==> src/rtl/id_pkg.sv <==
// Shared types and constants for the id_fsm character feeder.
package id_pkg;

    localparam int WORD_W         = 32;
    localparam int CHARS_PER_WORD = 4;
    localparam int LEN_W          = 3;
    localparam logic [7:0] CHAR_NUL = 8'h00;

    typedef enum logic {
        IDLE,
        SHIFT
    } ser_state_t;

    typedef logic [1:0] idx_t;

    // Byte 0 is the MSB end of the word.
    function automatic logic [7:0] get_char(input logic [WORD_W-1:0] w, input idx_t i);
        logic [7:0] c;
        case (i)
            2'd0:    c = w[31:24];
            2'd1:    c = w[23:16];
            2'd2:    c = w[15:8];
            default: c = w[7:0];
        endcase
        return c;
    endfunction

endpackage

==> src/rtl/id_char_feeder_if.sv <==
// Word input handshake plus character output bundle of the feeder.
interface id_char_feeder_if;
    import id_pkg::*;

    logic [WORD_W-1:0] in_word;
    logic [LEN_W-1:0]  in_len;
    logic              in_valid;
    logic              in_ready;
    logic              flush;
    logic [7:0]        char;
    logic              char_valid;
    logic              busy;

    modport master (
        output in_word, in_len, in_valid, flush,
        input  in_ready, char, char_valid, busy
    );

    modport slave (
        input  in_word, in_len, in_valid, flush,
        output in_ready, char, char_valid, busy
    );

endinterface

==> src/rtl/id_word_fifo.sv <==
// Small word FIFO holding a packed word and its effective length.
module id_word_fifo
    import id_pkg::*;
#(
    parameter int DEPTH = 4
) (
    input  logic              clk,
    input  logic              rst_n,
    input  logic              push,
    input  logic              pop,
    input  logic              flush,
    input  logic [WORD_W-1:0] push_word,
    input  logic [LEN_W-1:0]  push_len,
    output logic              full,
    output logic              empty,
    output logic [WORD_W-1:0] head_word,
    output logic [LEN_W-1:0]  head_len
);

    localparam int AW = $clog2(DEPTH);

    logic [WORD_W-1:0] mem_word [DEPTH];
    logic [LEN_W-1:0]  mem_len  [DEPTH];
    logic [AW-1:0]     wr_ptr;
    logic [AW-1:0]     rd_ptr;
    logic [AW:0]       count;
    logic              do_push;
    logic              do_pop;

    assign full      = (count == (AW+1)'(DEPTH));
    assign empty     = (count == '0);
    assign do_push   = push && !full && !flush;
    assign do_pop    = pop && !empty && !flush;
    assign head_word = mem_word[rd_ptr];
    assign head_len  = mem_len[rd_ptr];

    always_ff @(posedge clk) begin
        if (do_push) begin
            mem_word[wr_ptr] <= push_word;
            mem_len[wr_ptr]  <= push_len;
        end
    end

    // Pointers wrap naturally since DEPTH is a power of two.
    always_ff @(posedge clk or negedge rst_n) begin
        if (!rst_n) begin
            wr_ptr <= '0;
            rd_ptr <= '0;
            count  <= '0;
        end else if (flush) begin
            wr_ptr <= '0;
            rd_ptr <= '0;
            count  <= '0;
        end else begin
            if (do_push) wr_ptr <= wr_ptr + 1'b1;
            if (do_pop)  rd_ptr <= rd_ptr + 1'b1;
            case ({do_push, do_pop})
                2'b10:   count <= count + 1'b1;
                2'b01:   count <= count - 1'b1;
                default: count <= count;
            endcase
        end
    end

endmodule

==> src/rtl/id_char_feeder.sv <==
// Buffers packed ASCII words and serializes them onto a registered char stream.
module id_char_feeder
    import id_pkg::*;
#(
    parameter int DEPTH = 4
) (
    input  logic             clk,
    input  logic             rst_n,
    id_char_feeder_if.slave  bus
);

    ser_state_t        state;
    logic [WORD_W-1:0] word_r;
    idx_t              idx;
    idx_t              last;
    logic [7:0]        char_r;
    logic              char_valid_r;

    logic              fifo_full;
    logic              fifo_empty;
    logic [WORD_W-1:0] head_word;
    logic [LEN_W-1:0]  head_len;
    logic [LEN_W-1:0]  eff_len;
    logic              at_last;
    logic              can_load;
    logic              pop;

    assign eff_len  = (bus.in_len > 3'd4) ? 3'd4 : bus.in_len;
    assign at_last  = (state == SHIFT) && (idx == last);
    // The last byte cycle can already fetch the next word, so streams have no gaps.
    assign can_load = (state == IDLE) || at_last;
    assign pop      = can_load && !fifo_empty && !bus.flush;

    id_word_fifo #(.DEPTH(DEPTH)) u_fifo (
        .clk       (clk),
        .rst_n     (rst_n),
        .push      (bus.in_valid),
        .pop       (pop),
        .flush     (bus.flush),
        .push_word (bus.in_word),
        .push_len  (eff_len),
        .full      (fifo_full),
        .empty     (fifo_empty),
        .head_word (head_word),
        .head_len  (head_len)
    );

    always_ff @(posedge clk or negedge rst_n) begin
        if (!rst_n) begin
            state        <= IDLE;
            word_r       <= '0;
            idx          <= '0;
            last         <= '0;
            char_r       <= CHAR_NUL;
            char_valid_r <= 1'b0;
        end else if (bus.flush) begin
            state        <= IDLE;
            idx          <= '0;
            char_r       <= CHAR_NUL;
            char_valid_r <= 1'b0;
        end else if ((state == SHIFT) && !at_last) begin
            idx          <= idx_t'(idx + 2'd1);
            char_r       <= get_char(word_r, idx_t'(idx + 2'd1));
            char_valid_r <= 1'b1;
        end else if (!fifo_empty) begin
            if (head_len == '0) begin
                // Zero-length word: consumed, costs one NUL cycle.
                state        <= IDLE;
                char_r       <= CHAR_NUL;
                char_valid_r <= 1'b0;
            end else begin
                word_r       <= head_word;
                idx          <= '0;
                last         <= idx_t'(head_len - 3'd1);
                char_r       <= get_char(head_word, 2'd0);
                char_valid_r <= 1'b1;
                state        <= (head_len > 3'd1) ? SHIFT : IDLE;
            end
        end else begin
            state        <= IDLE;
            char_r       <= CHAR_NUL;
            char_valid_r <= 1'b0;
        end
    end

    assign bus.char       = char_r;
    assign bus.char_valid = char_valid_r;
    assign bus.in_ready   = !fifo_full;
    assign bus.busy       = !fifo_empty || (state == SHIFT);

endmodule

==> src/flat_wrapper.sv <==
// flat-port wrapper written by rule: the top's interface ports become plain ports
module id_char_feeder_flat import id_pkg::*;
#(
    parameter int DEPTH = 4
)
  (clk, rst_n, bus_in_word, bus_in_len, bus_in_valid, bus_flush, bus_in_ready, bus_char, bus_char_valid, bus_busy);
  id_char_feeder_if bus_i ();
  input  logic clk;
  input  logic rst_n;
  input wire logic [$bits(bus_i.in_word)-1:0] bus_in_word;
  input wire logic [$bits(bus_i.in_len)-1:0] bus_in_len;
  input wire logic [$bits(bus_i.in_valid)-1:0] bus_in_valid;
  input wire logic [$bits(bus_i.flush)-1:0] bus_flush;
  output wire logic [$bits(bus_i.in_ready)-1:0] bus_in_ready;
  output wire logic [$bits(bus_i.char)-1:0] bus_char;
  output wire logic [$bits(bus_i.char_valid)-1:0] bus_char_valid;
  output wire logic [$bits(bus_i.busy)-1:0] bus_busy;
  assign bus_i.in_word = bus_in_word;
  assign bus_i.in_len = bus_in_len;
  assign bus_i.in_valid = bus_in_valid;
  assign bus_i.flush = bus_flush;
  assign bus_in_ready = bus_i.in_ready;
  assign bus_char = bus_i.char;
  assign bus_char_valid = bus_i.char_valid;
  assign bus_busy = bus_i.busy;
  id_char_feeder #(.DEPTH(DEPTH)) u_core (.clk(clk), .rst_n(rst_n), .bus(bus_i));
endmodule
==> config.mk <==
export PLATFORM = sky130hd
export DESIGN_NAME = id_char_feeder_flat
export DESIGN_NICKNAME = d
export VERILOG_FILES = /design/src/rtl/id_pkg.sv /design/src/rtl/id_char_feeder_if.sv /design/src/rtl/id_word_fifo.sv /design/src/rtl/id_char_feeder.sv /design/src/flat_wrapper.sv
export SDC_FILE = /design/constraint.sdc
export NUM_CORES = 1
export LEC_CHECK = 0
export CAP_MARGIN = 30
export CORE_MARGIN = 3
export CORE_UTILIZATION = 50
export DETAILED_ROUTE_END_ITERATION = 10
export PLACE_DENSITY_LB_ADDON = 0.08
export SETUP_SLACK_MARGIN = 0.5
export SLEW_MARGIN = 20
export SYNTH_ARGS = -nofsm -noshare
export SYNTH_HDL_FRONTEND = slang
export SYNTH_SLANG_ARGS = --single-unit
==> constraint.sdc <==
create_clock -name clk -period 4.2 [get_ports clk]
set_input_delay 0.63 -clock clk [delete_from_list [all_inputs] [get_ports clk]]
set_output_delay 0.63 -clock clk [all_outputs]
set_load 0.02 [all_outputs]
[Word-level counts from Yosys, hierarchy flattened]
Memories as Yosys holds them, arrays and structs flattened.
Cells that the tools add are included.
Storage, ports and cells
  logic and storage cells: 82
  RAM bits: 140
  register bits after elaboration: 53
  memories: 2
Operators by class
  reductions and logical operators: 22
  bitwise logic cells: 5
  muxes and demuxes: 27
  order comparisons: 2
  add/sub/neg operators: 6
  equal/unequal tests: 9
Memories
  u_core.u_fifo.mem_word: depth 4, width 32, rd ports 1, clocked after memory_dff 0, write ports 1, line id_word_fifo.sv:22  | logic [WORD_W-1:0] mem_word [DEPTH];
  u_core.u_fifo.mem_len: depth 4, width 3, rd ports 1, clocked after memory_dff 0, write ports 1, line id_word_fifo.sv:23  | logic [LEN_W-1:0] mem_len [DEPTH];
Operator list (number)
  $mux W8: 4
  $pmux W8 S3: 1
  $mux W2: 8
  $mux W1: 11
  $logic_and A1 B1 Y1: 8
  $add A2 B1 Y2 const B: 3
  $logic_not A3 Y1: 2
  $mux W3: 2
  $pmux W3 S2: 1
  $not A1 Y1: 5
  $eq A2 B1 Y1 const B: 2
  $eq A2 B2 Y1 const B: 2
  $logic_not A1 Y1: 4
  $reduce_and A4 Y1: 1
  $reduce_bool A2 Y1: 2
  $add A3 B1 Y3 const B: 1
  $eq A3 B3 Y1 const B: 1
  $gt A3 B1 Y1 const B: 1
  $gt A3 B3 Y1 const B: 1
  $ne A3 B2 Y1 const B: 1
  $ne A3 B3 Y1 const B: 1
  $reduce_bool A3 Y1: 1
  $sub A3 B1 Y3 const B: 1
  $eq A2 B2 Y1: 1
  5 further kinds: 6

[Depth between registers and ports, before layout]
Gate-level depths: netlist (run 1).
  depth after elaboration: 10
  mapped depth: 11
  depth with buffers taken out: 9

[Modules after synthesis]
A second synthesis (run 1) with hierarchy kept.
Unflattened totals
  cells, all modules: 407
  area, all modules: 7800.0 um^2
Modules (own cells, without submodules)
  id_word_fifo: area each 5656.7 um^2, instances 1, cells each 250
  id_char_feeder: area each 2143.3 um^2, instances 1, cells each 157

[Least setup slack after synthesis (run 1)]
Ideal clock, no wire load.
  path type: input port to flip-flop
  start point: input bus_flush
  end point: memory u_core.u_fifo.mem_len[2][0], enable pin
  required time: 3.722 ns
  stages: 3
  arrival time: 3.676 ns
  path slack: 0.046 ns
  path buffers: 2
  cell sequence: clkbuf_1 buf_1 nor3b_1
On the way
  longest elaborated chain between the ends: 4
RTL lines
  from (decl): line flat_wrapper.sv:13  | input wire logic [$bits(bus_i.flush)-1:0] bus_flush;
  $logic_not A1 Y1: line id_word_fifo.sv:32  | assign do_push = push && !full && !flush;
  $logic_and A1 B1 Y1: line id_word_fifo.sv:32
  $mux W1: line id_word_fifo.sv:38  | if (do_push) begin
  $mux W1 (not written as such): line id_word_fifo.sv:40  | mem_len[wr_ptr] <= push_len;
  to (decl): line id_word_fifo.sv:23
No other way between the ends.

[Worst setup path in the final report (run 1)]
  start point: register u_core.u_fifo.count[1]
  end point: output bus_busy
On the way
  longest elaborated chain between the ends: 3
RTL lines
  from (decl): line id_word_fifo.sv:26  | logic [AW:0] count;
  from (signal assigned): line id_word_fifo.sv:58  | 2'b10: count <= count + 1'b1;
  from (signal assigned): line id_word_fifo.sv:59  | 2'b01: count <= count - 1'b1;
  from (signal assigned): line id_word_fifo.sv:60  | default: count <= count;
  $logic_not A3 Y1: line id_word_fifo.sv:31  | assign empty = (count == '0);
  $logic_not A1 Y1: line id_char_feeder.sv:89  | assign bus.busy = !fifo_empty || (state == SHIFT);
  $logic_or A1 B1 Y1: line id_char_feeder.sv:89
  to (decl): line flat_wrapper.sv:17  | output wire logic [$bits(bus_i.busy)-1:0] bus_busy;
No other way between the ends.

==> results.tsv, run 1 <==
metric	value	unit
reg2reg_from	u_core.u_fifo.rd_ptr[0]	
post_drt_via_cell_ratio	5.62	
numCtsBuffers	17	
wl_met2	6.85	mm
route.met3.wl	565	um
fin_crit	2830	ps
pwr-share-clk	28.3	%
hpwl	8.43	mm
synth_cells	450	
worst-path-buf-inv	1	
synthSimpleGateAreaFrac	7.17	%
critPathLaunch	u_core.u_fifo.count[1]	
post_cts_buffers	0	
cts_tree	done	
pwr-share-seq	46.8	%
synth.distinct_cells	39	
fp.dieArea	16700	um2
p_switching	1610	uW
setup_viol	0	
most-common-layout-cells	140 x edfxtp_1, 88 x nand2_1, 52 x dfrtp_1	
ant_nets	0	
drtIter0Drc	307	
cp-end-kind	output port	
n_antenna_cell	0	
area_growth	16.6	%
power.internal	3940	uW
dr.pass1.iters	5	
ios	50	
ir_drop	420	uV
synth_top_area_share	55.4	%
drc	0	
async_flop_share	27.5	%
dp_slack	1430	ps
cap_violations	0	
crit_fanout	6	
synth_edf_count	140	
slowest_delay	540	ps
synthMuxAreaShare	10.9	%
cp.required	3570	ps
grt_pass1_wl	22.1	mm
grt_overflow	0	
drt-met1-wl	6.11	mm
crit_family	simple AND/OR/NAND/NOR gates	
cp.arrival	2200	ps
status	completed	
rsz0062_at_grt	false	
layout.cells.non_filler	702	
coreArea	14700	um2
synth_compound_area_share	4.52	%
setup_tns	0	ps
swShare	29.0	%
clock_latency	420	ps
die_h	129	um
syn_nets	500	
avgSynthCellArea	16.9	um2
setup.worst_path.class	register to output port	
design_area	8850	um2
avgRoutedWirePerCell	19.5	um
synth_area_leaders	edfxtp_1 55%, dfrtp_1 17%, mux4_2 8.9%	
cp_slowest_cell	clkdlybuf4s50_1	
p_leak	0.00332	uW
start_util	51.6	%
fin_nets	556	
row_count	44	
synth_area_leader_cell	edfxtp_1	
cts_root_buffer	clkbuf_16	
yosysSeqAreaShare	72.9	%
p_per_area	627	nW/um2
hold_viol	0	
place_area	8280	um2
grt_usage	17.8	%
cts.sinks	193	
p_comb_share	24.9	%
synth_top_family_by_area	multiplexers	
maxSlewHeadroom	46.8	%
die_w	129	um
final_common_cell	edfxtp_1	
yosysWarnings	0	
synthAdderAreaFrac	1.91	%
maxUsedRoutingLayer	met4	
max_freq	353	MHz
vias	3948	
fin_ws	1370	ps
antenna_found_initial	0	
synth-xor-area-share	0.577	%
clock_skew	8.76	ps
totalWireLength	13.7	mm
drive_gt1_share	14.5	%
grt_pass1_vias	4102	
min_period_over_period	67.4	%
maxSlewViolCount	0	
yosys_register_bits	193	
grt_max_degree	37	
clk_pin_slew	60	ps
worstMarginPinSlew	797	ps
worstSetupStartpointType	register	
hp-class	input pin to asynchronous set/reset pin	
critical_path.cell_chain	or3_1 -> or2_2 -> clkdlybuf4s50_1	
clockBufferDepth	2	
synth-main-ff-cell	edfxtp_1	
dp_cells	671	
cts_hold_buffers	0	
ctsResizeCount	0	
fillerInstances	1105	
portBuffers	49	
htree_levels	4	
globalplace.congestion	0.797	
syn_area	7590	um2
per-stage QoR:
step,total power (uW),utilization [%],hold slack [ps]
finish,5550,60.2,141
global route,5880,60.2,160
CTS,5610,60.2,135
detailed placement,4040,56.3,469
global placement,4000,56.3,464
floorplan,3590,-,334
final cells by class:
| class | instances | area (um2) | share of cell area (%) |
|---|---|---|---|
| clock buffer | 19 | 433 | 4.89 |
| clock inverter | 12 | 140 | 1.58 |
| inverter | 8 | 30.0 | 0.339 |
| multi-input combinational | 227 | 1920 | 21.7 |
| sequential | 193 | 5530 | 62.5 |
| tap | 184 | 230 | 2.60 |
| timing repair buffer | 59 | 561 | 6.33 |
state kept, by name, indices dropped and copies added (netlist names), 2 cells and up:
name / cells
u_core.u_fifo.rd_ptr: 2
u_core.u_fifo.mem_len: 12
u_core.u_fifo.count: 3
u_core.u_fifo.mem_word: 128
u_core.word_r: 32
u_core.bus.char: 8
u_core.u_fifo.wr_ptr: 2
u_core.idx: 2
u_core.last: 2
metal layers:
layer	track usage, %	up-vias
li1	-	1805
met1	24.3	2051
met2	28.5	80
met3	4.45	12
met4	5.68	0
met5	0	-
cells in the mapped netlist (2+ instances only):
cell type  instances
nor3_1             2
dfrtp_1           53
buf_1              5
or3_1              2
nand2_1           88
a21oi_1            5
nor2_1             9
buf_6              3
a21o_1            16
a222oi_1           8
nand2b_1           2
mux4_2            30
nor2b_1            3
edfxtp_1         140
mux4_1             5
nor3b_1            5
o21ai_1            3
xor2_1             4
nand3_1            2
o21ai_0           11
clkbuf_1           4
ha_1              10
inv_1              8
buf_2              7
buf_4              3
and2_1             9
cell families (layout without fill, tap and decap cells):
| family | after synthesis | after routing |
|---|---|---|
| DFF | 193 | 193 |
| and+or+nand+nor | 125 | 125 |
| AOI/OAI and AO/OA | 49 | 49 |
| muxes | 37 | 37 |
| buffers and inverters | 30 | 98 |
| adders and majority gates | 11 | 11 |
| xor gates and xnor gates | 5 | 5 |
path summary, 6_finish.rpt:
path / endpoint / slack [ps] / cells past startpoint
worst max-delay path: bus_busy / 1370 / 3
worst min-delay path: u_core.u_fifo.wr_ptr[1] / 140 / 1
worst max register to register: u_core.bus.char[4] / 1540 / 9
worst min register to register: u_core.word_r[29] / 480 / 1
max in group asynchronous: u_core.word_r[6] / 3240 / 2
min in group clk: u_core.word_r[29] / 480 / 1
power groups by stage:
| stage | combinational [uW] | sequential [uW] | clock (uW) |
|---|---|---|---|
| global route | 1550 | 2640 | 1680 |
| global placement | 1370 | 2630 | 0 |
| CTS | 1410 | 2600 | 1600 |
| finish | 1380 | 2600 | 1570 |
| floorplan | 1040 | 2550 | 0 |
| detailed placement | 1400 | 2640 | 0 |
Power figures use the tool's default switching activity.
==> run 2: changes to the inputs <==
clock period = 2.95 ns   (was 4.2 ns; I/O delays follow)
==> run 2 against run 1 <==
- combinational power is 54% higher
- register-to-register slack worse by 880 ps
- via count grew 0.10%
- clock power increased by 34%
- global-route usage is 0.44 points higher
- critical path type unchanged
- highest routed layer unchanged
==> results.tsv, run 2 (synthesized netlist as in run 1, its figures left out) <==
metric	value	unit
p_total	7870	uW
totalWireLength	14.0	mm
htree_levels	4	
cts_hold_buffers	0	
cts_tree	done	
hold_viol	0	
endpoint	bus_busy	
drtIter0Drc	399	
post_cts_buffers	0	
maxSlewHeadroom	52.7	%
grt_max_degree	54	
ir_drop	576	uV
reg.largest.list	u_core.u_fifo.mem_word: 128 flops, u_core.word_r: 32 flops, u_core.u_fifo.mem_len: 12 flops	
post_drt_via_cell_ratio	5.59	
fin_ws	559	ps
vias	3952	
max_freq	418	MHz
p_leak	0.00335	uW
row_count	44	
setup_viol	0	
grt_overflow	0	
numCtsBuffers	17	
setup.worst_path.class	register to output port	
ant_nets	0	
critPathLaunch	u_core.u_fifo.count[1]	
cp-end-kind	output port	
status	completed	
drt-met1-wl	6.29	mm
cp.arrival	1950	ps
ios	50	
coreArea	14700	um2
hp-class	input pin to asynchronous set/reset pin	
route.met3.wl	561	um
most-common-layout-cells	140 x edfxtp_1, 88 x nand2_1, 52 x dfrtp_1	
start_util	51.6	%
cts_root_buffer	clkbuf_16	
wl_met2	6.76	mm
drc	0	
worstSetupStartpointType	register	
worstMarginPinSlew	707	ps
maxSlewViolCount	0	
n_antenna_cell	0	
maxUsedRoutingLayer	met4	
p_per_area	880	nW/um2
hold-worst-slack	119	ps
grt_pass1_wl	22.5	mm
hpwl	8.53	mm
largest_register_ffs	128	
clock_latency	450	ps
die_h	129	um
clock_skew	29.2	ps
drive_gt1_share	16.1	%
clockBufferDepth	2	
fin_crit	2390	ps
rsz0062_at_grt	false	
cts.sinks	193	
cap_violations	0	
cp.required	2510	ps
setup_tns	0	ps
postLayoutCoreUtil	60.8	%
portBuffers	49	
die_w	129	um
area_growth	17.7	%
avgRoutedWirePerCell	19.8	um
dr.pass1.iters	5	
antenna_found_initial	0	
timing.rr.end	u_core.u_fifo.count[2]	
min_period_over_period	81.1	%
dp_slack	444	ps
reg2regPathDepth	9	
fp.dieArea	16700	um2
max_flop_register	u_core.u_fifo.mem_word	
reg2reg_from	u_core.idx[0]	
crit_fanout	6	
final_common_cell	edfxtp_1	
grt_pass1_vias	4125	
ctsResizeCount	3	
fin_nets	560	
grt_usage	18.2	%
r2r_setup_slack	660	ps
globalplace.congestion	0.795	
clk_pin_slew	70	ps
[run 2: metal layers]
layer / up-vias / track usage [%]
met5: - / 0
met4: 0 / 8.15
met3: 24 / 4.82
met2: 94 / 27.6
met1: 2018 / 25.2
li1: 1816 / -
[run 2: worst max-delay path, stage by stage (launching register included)]
cell           delay (ps)
dfrtp_1               450
or3_4                 460
or2_2                 280
dlygate4sd2_1         320
[run 2: cell type report]
class	instances	area [um2]
timing repair buffer	63	643
fill	1085	5760
inverter	8	30.0
clock inverter	12	98.8
clock buffer	20	437
multi-input combinational	227	1970
tap	184	230
sequential	193	5530
[run 2: worst min-delay path by stage]
stage	endpoint	slack [ps]	depth (start not counted)
2_1_floorplan	u_core.bus.char[0]	150	0
3_3_place_gp	u_core.word_r[5]	460	2
3_5_place_dp	u_core.word_r[0]	470	2
4_1_cts	u_core.u_fifo.wr_ptr[0]	140	2
5_1_grt	u_core.u_fifo.wr_ptr[0]	180	2
6_report	u_core.u_fifo.wr_ptr[0]	120	2
[run 2: metrics by stage]
step           instances  cell area (um2)
3_5_place_dp         675             8380
3_3_place_gp         675             8380
5_1_grt              707             8940
2_1_floorplan        450             7610
6_report             707             8940
4_1_cts              707             8930
[run 2: power by group]
| part | switching, uW | internal [uW] |
|---|---|---|
| clock | 1020 | 1100 |
| combinational | 1150 | 988 |
| sequential | 255 | 3370 |
==> run 3: changes to the inputs <==
clock period = 2.05 ns   (was 2.95 ns; I/O delays follow)
==> run 3 against run 2 <==
- the run now ends with negative setup slack left
- flip-flop and latch count is the same
- cell area is 21% higher
- via count grew 19%
- combinational power rose to 2.6 times the previous value
- clock-buffer cell count down 2
- clock power grew 49%
- die area did not move
==> results.tsv, run 3 (synthesized netlist as in run 1, its figures left out) <==
metric	value	unit
status	finished, violations left	
violations	negative setup slack	
antenna_found_initial	0	
fin_crit	2090	ps
vias	4698	
p_total	13900	uW
p_leak	0.00423	uW
largest_register_ffs	128	
htree_levels	4	
setup_tns	-607	ps
totalWireLength	19.7	mm
fp.dieArea	16700	um2
fin_ws	-39.7	ps
crit_family	simple AND/OR/NAND/NOR gates	
numCtsBuffers	17	
grt_overflow	0	
fillerInstances	854	
globalplace.congestion	0.778	
max_freq	479	MHz
grt_max_degree	54	
rsz0062_at_grt	true	
area_growth	42.3	%
most-common-layout-cells	140 x edfxtp_1, 52 x dfrtp_1, 44 x nand2_1	
clockBufferDepth	2	
cts_root_buffer	clkbuf_16	
p_switching	4490	uW
ios	50	
final_common_cell	edfxtp_1	
grt_pass1_vias	4891	
ant_nets	0	
clock_latency	430	ps
cp.arrival	2400	ps
swShare	32.4	%
fin_nets	651	
power.internal	9360	uW
clock_skew	10.6	ps
slowest_delay	440	ps
cts.sinks	193	
clk_pin_slew	70	ps
die_h	129	um
cp_slowest_cell	dfrtp_2	
p_per_area	1280	nW/um2
cp-end-kind	register	
p_comb_share	39.4	%
hpwl	8.83	mm
ir_drop	783	uV
setup_viol	35	
die_w	129	um
worst-path-buf-inv	4	
max_flop_register	u_core.u_fifo.mem_word	
grt_pass1_wl	29.1	mm
portBuffers	49	
min_period_over_period	102	%
maxSlewViolCount	0	
drive_gt1_share	40.9	%
reg2reg_from	u_core.u_fifo.rd_ptr[0]	
row_count	44	
critical_path.cell_chain	mux4_2 -> inv_2 -> ha_4 -> inv_2 -> o21ai_4 -> buf_6 -> or3_4 -> buf_16 -> nand2_1 -> nand2_1	
drtIter0Drc	457	
critPathLaunch	u_core.u_fifo.rd_ptr[0]	
cts_tree	done	
post_drt_via_cell_ratio	5.89	
dr.pass1.iters	7	
maxSlewHeadroom	49.2	%
cap_violations	0	
drc	0	
pwr-share-clk	22.7	%
setup.worst_path.class	register to register	
hp-class	input pin to asynchronous set/reset pin	
coreArea	14700	um2
start_util	51.6	%
worstMarginPinSlew	759	ps
grt_usage	24.5	%
n_antenna_cell	0	
hold_viol	0	
avgRoutedWirePerCell	24.7	um
pwr-share-seq	38.0	%
worstSetupStartpointType	register	
reg.largest.list	u_core.u_fifo.mem_word: 128 flops, u_core.word_r: 32 flops, u_core.u_fifo.mem_len: 12 flops	
cp.required	2360	ps
crit_fanout	9	
## run 3: power by group through the flow
| stage | sequential (uW) | clock, uW | combinational [uW] |
|---|---|---|---|
| after floorplan | 5230 | 0 | 2310 |
| final | 5260 | 3140 | 5450 |
| after detailed placement | 5240 | 0 | 3530 |
| after CTS | 5190 | 3160 | 4880 |
| after global placement | 5230 | 0 | 3460 |
| after global routing | 5300 | 3350 | 5780 |
## run 3: worst paths after layout
path	slack (ps)	end	cells past startpoint
max	-40	u_core.word_r[21]	10
min	410	u_core.u_fifo.count[1]	3
max reg2reg	-40	u_core.word_r[21]	10
min reg2reg	500	u_core.word_r[3]	2
max in group asynchronous	1380	u_core.word_r[20]	3
min in group clk	500	u_core.word_r[3]	2
## run 3: area by class of cell
cell class | count | area, um2 | area share (%)
Clock buffer | 18 | 429 | 3.97
Clock inverter | 14 | 129 | 1.19
Inverter | 8 | 30.0 | 0.278
Multi-Input combinational cell | 228 | 2320 | 21.4
Sequential cell | 193 | 5530 | 51.2
Tap cell | 184 | 230 | 2.13
Timing Repair Buffer | 153 | 2140 | 19.8
## run 3: metal layers
metal	GRT usage [%]	wire length [um]	vias to the layer above
li1	-	-	2012
met1	31.9	7980	2484
met2	40.0	10100	160
met3	5.77	955	42
met4	10.3	675	0
met5	0	0	-
## run 3: worst min-delay path, delay by kind of cell
kind / cells / cell delay, ps
buffers and inverters: 3 / 920
## run 3: through the flow
stage               setup WS [ps]  cells  instance area (um2)  hold slack [ps]  utilization (%)
floorplan                   -42.3    450                 7720             11.9                -
global placement             -144    691                 8610              323             58.6
detailed placement           -180    691                 8610              323             58.6
CTS                         -36.4    784                10500              414             71.4
global route                 -117    798                10800              440             73.5
finish                      -39.7    798                10800              409             73.5
## run 3: timing repair
item,4_1_cts,5_1_grt
setup buffers,37,9
hold buffers,1,0
gates resized for setup,121,34
setup endpoints to repair,200,191
pin swaps,30,19
endpoints found under the hold margin,53,0
gates cloned,23,5
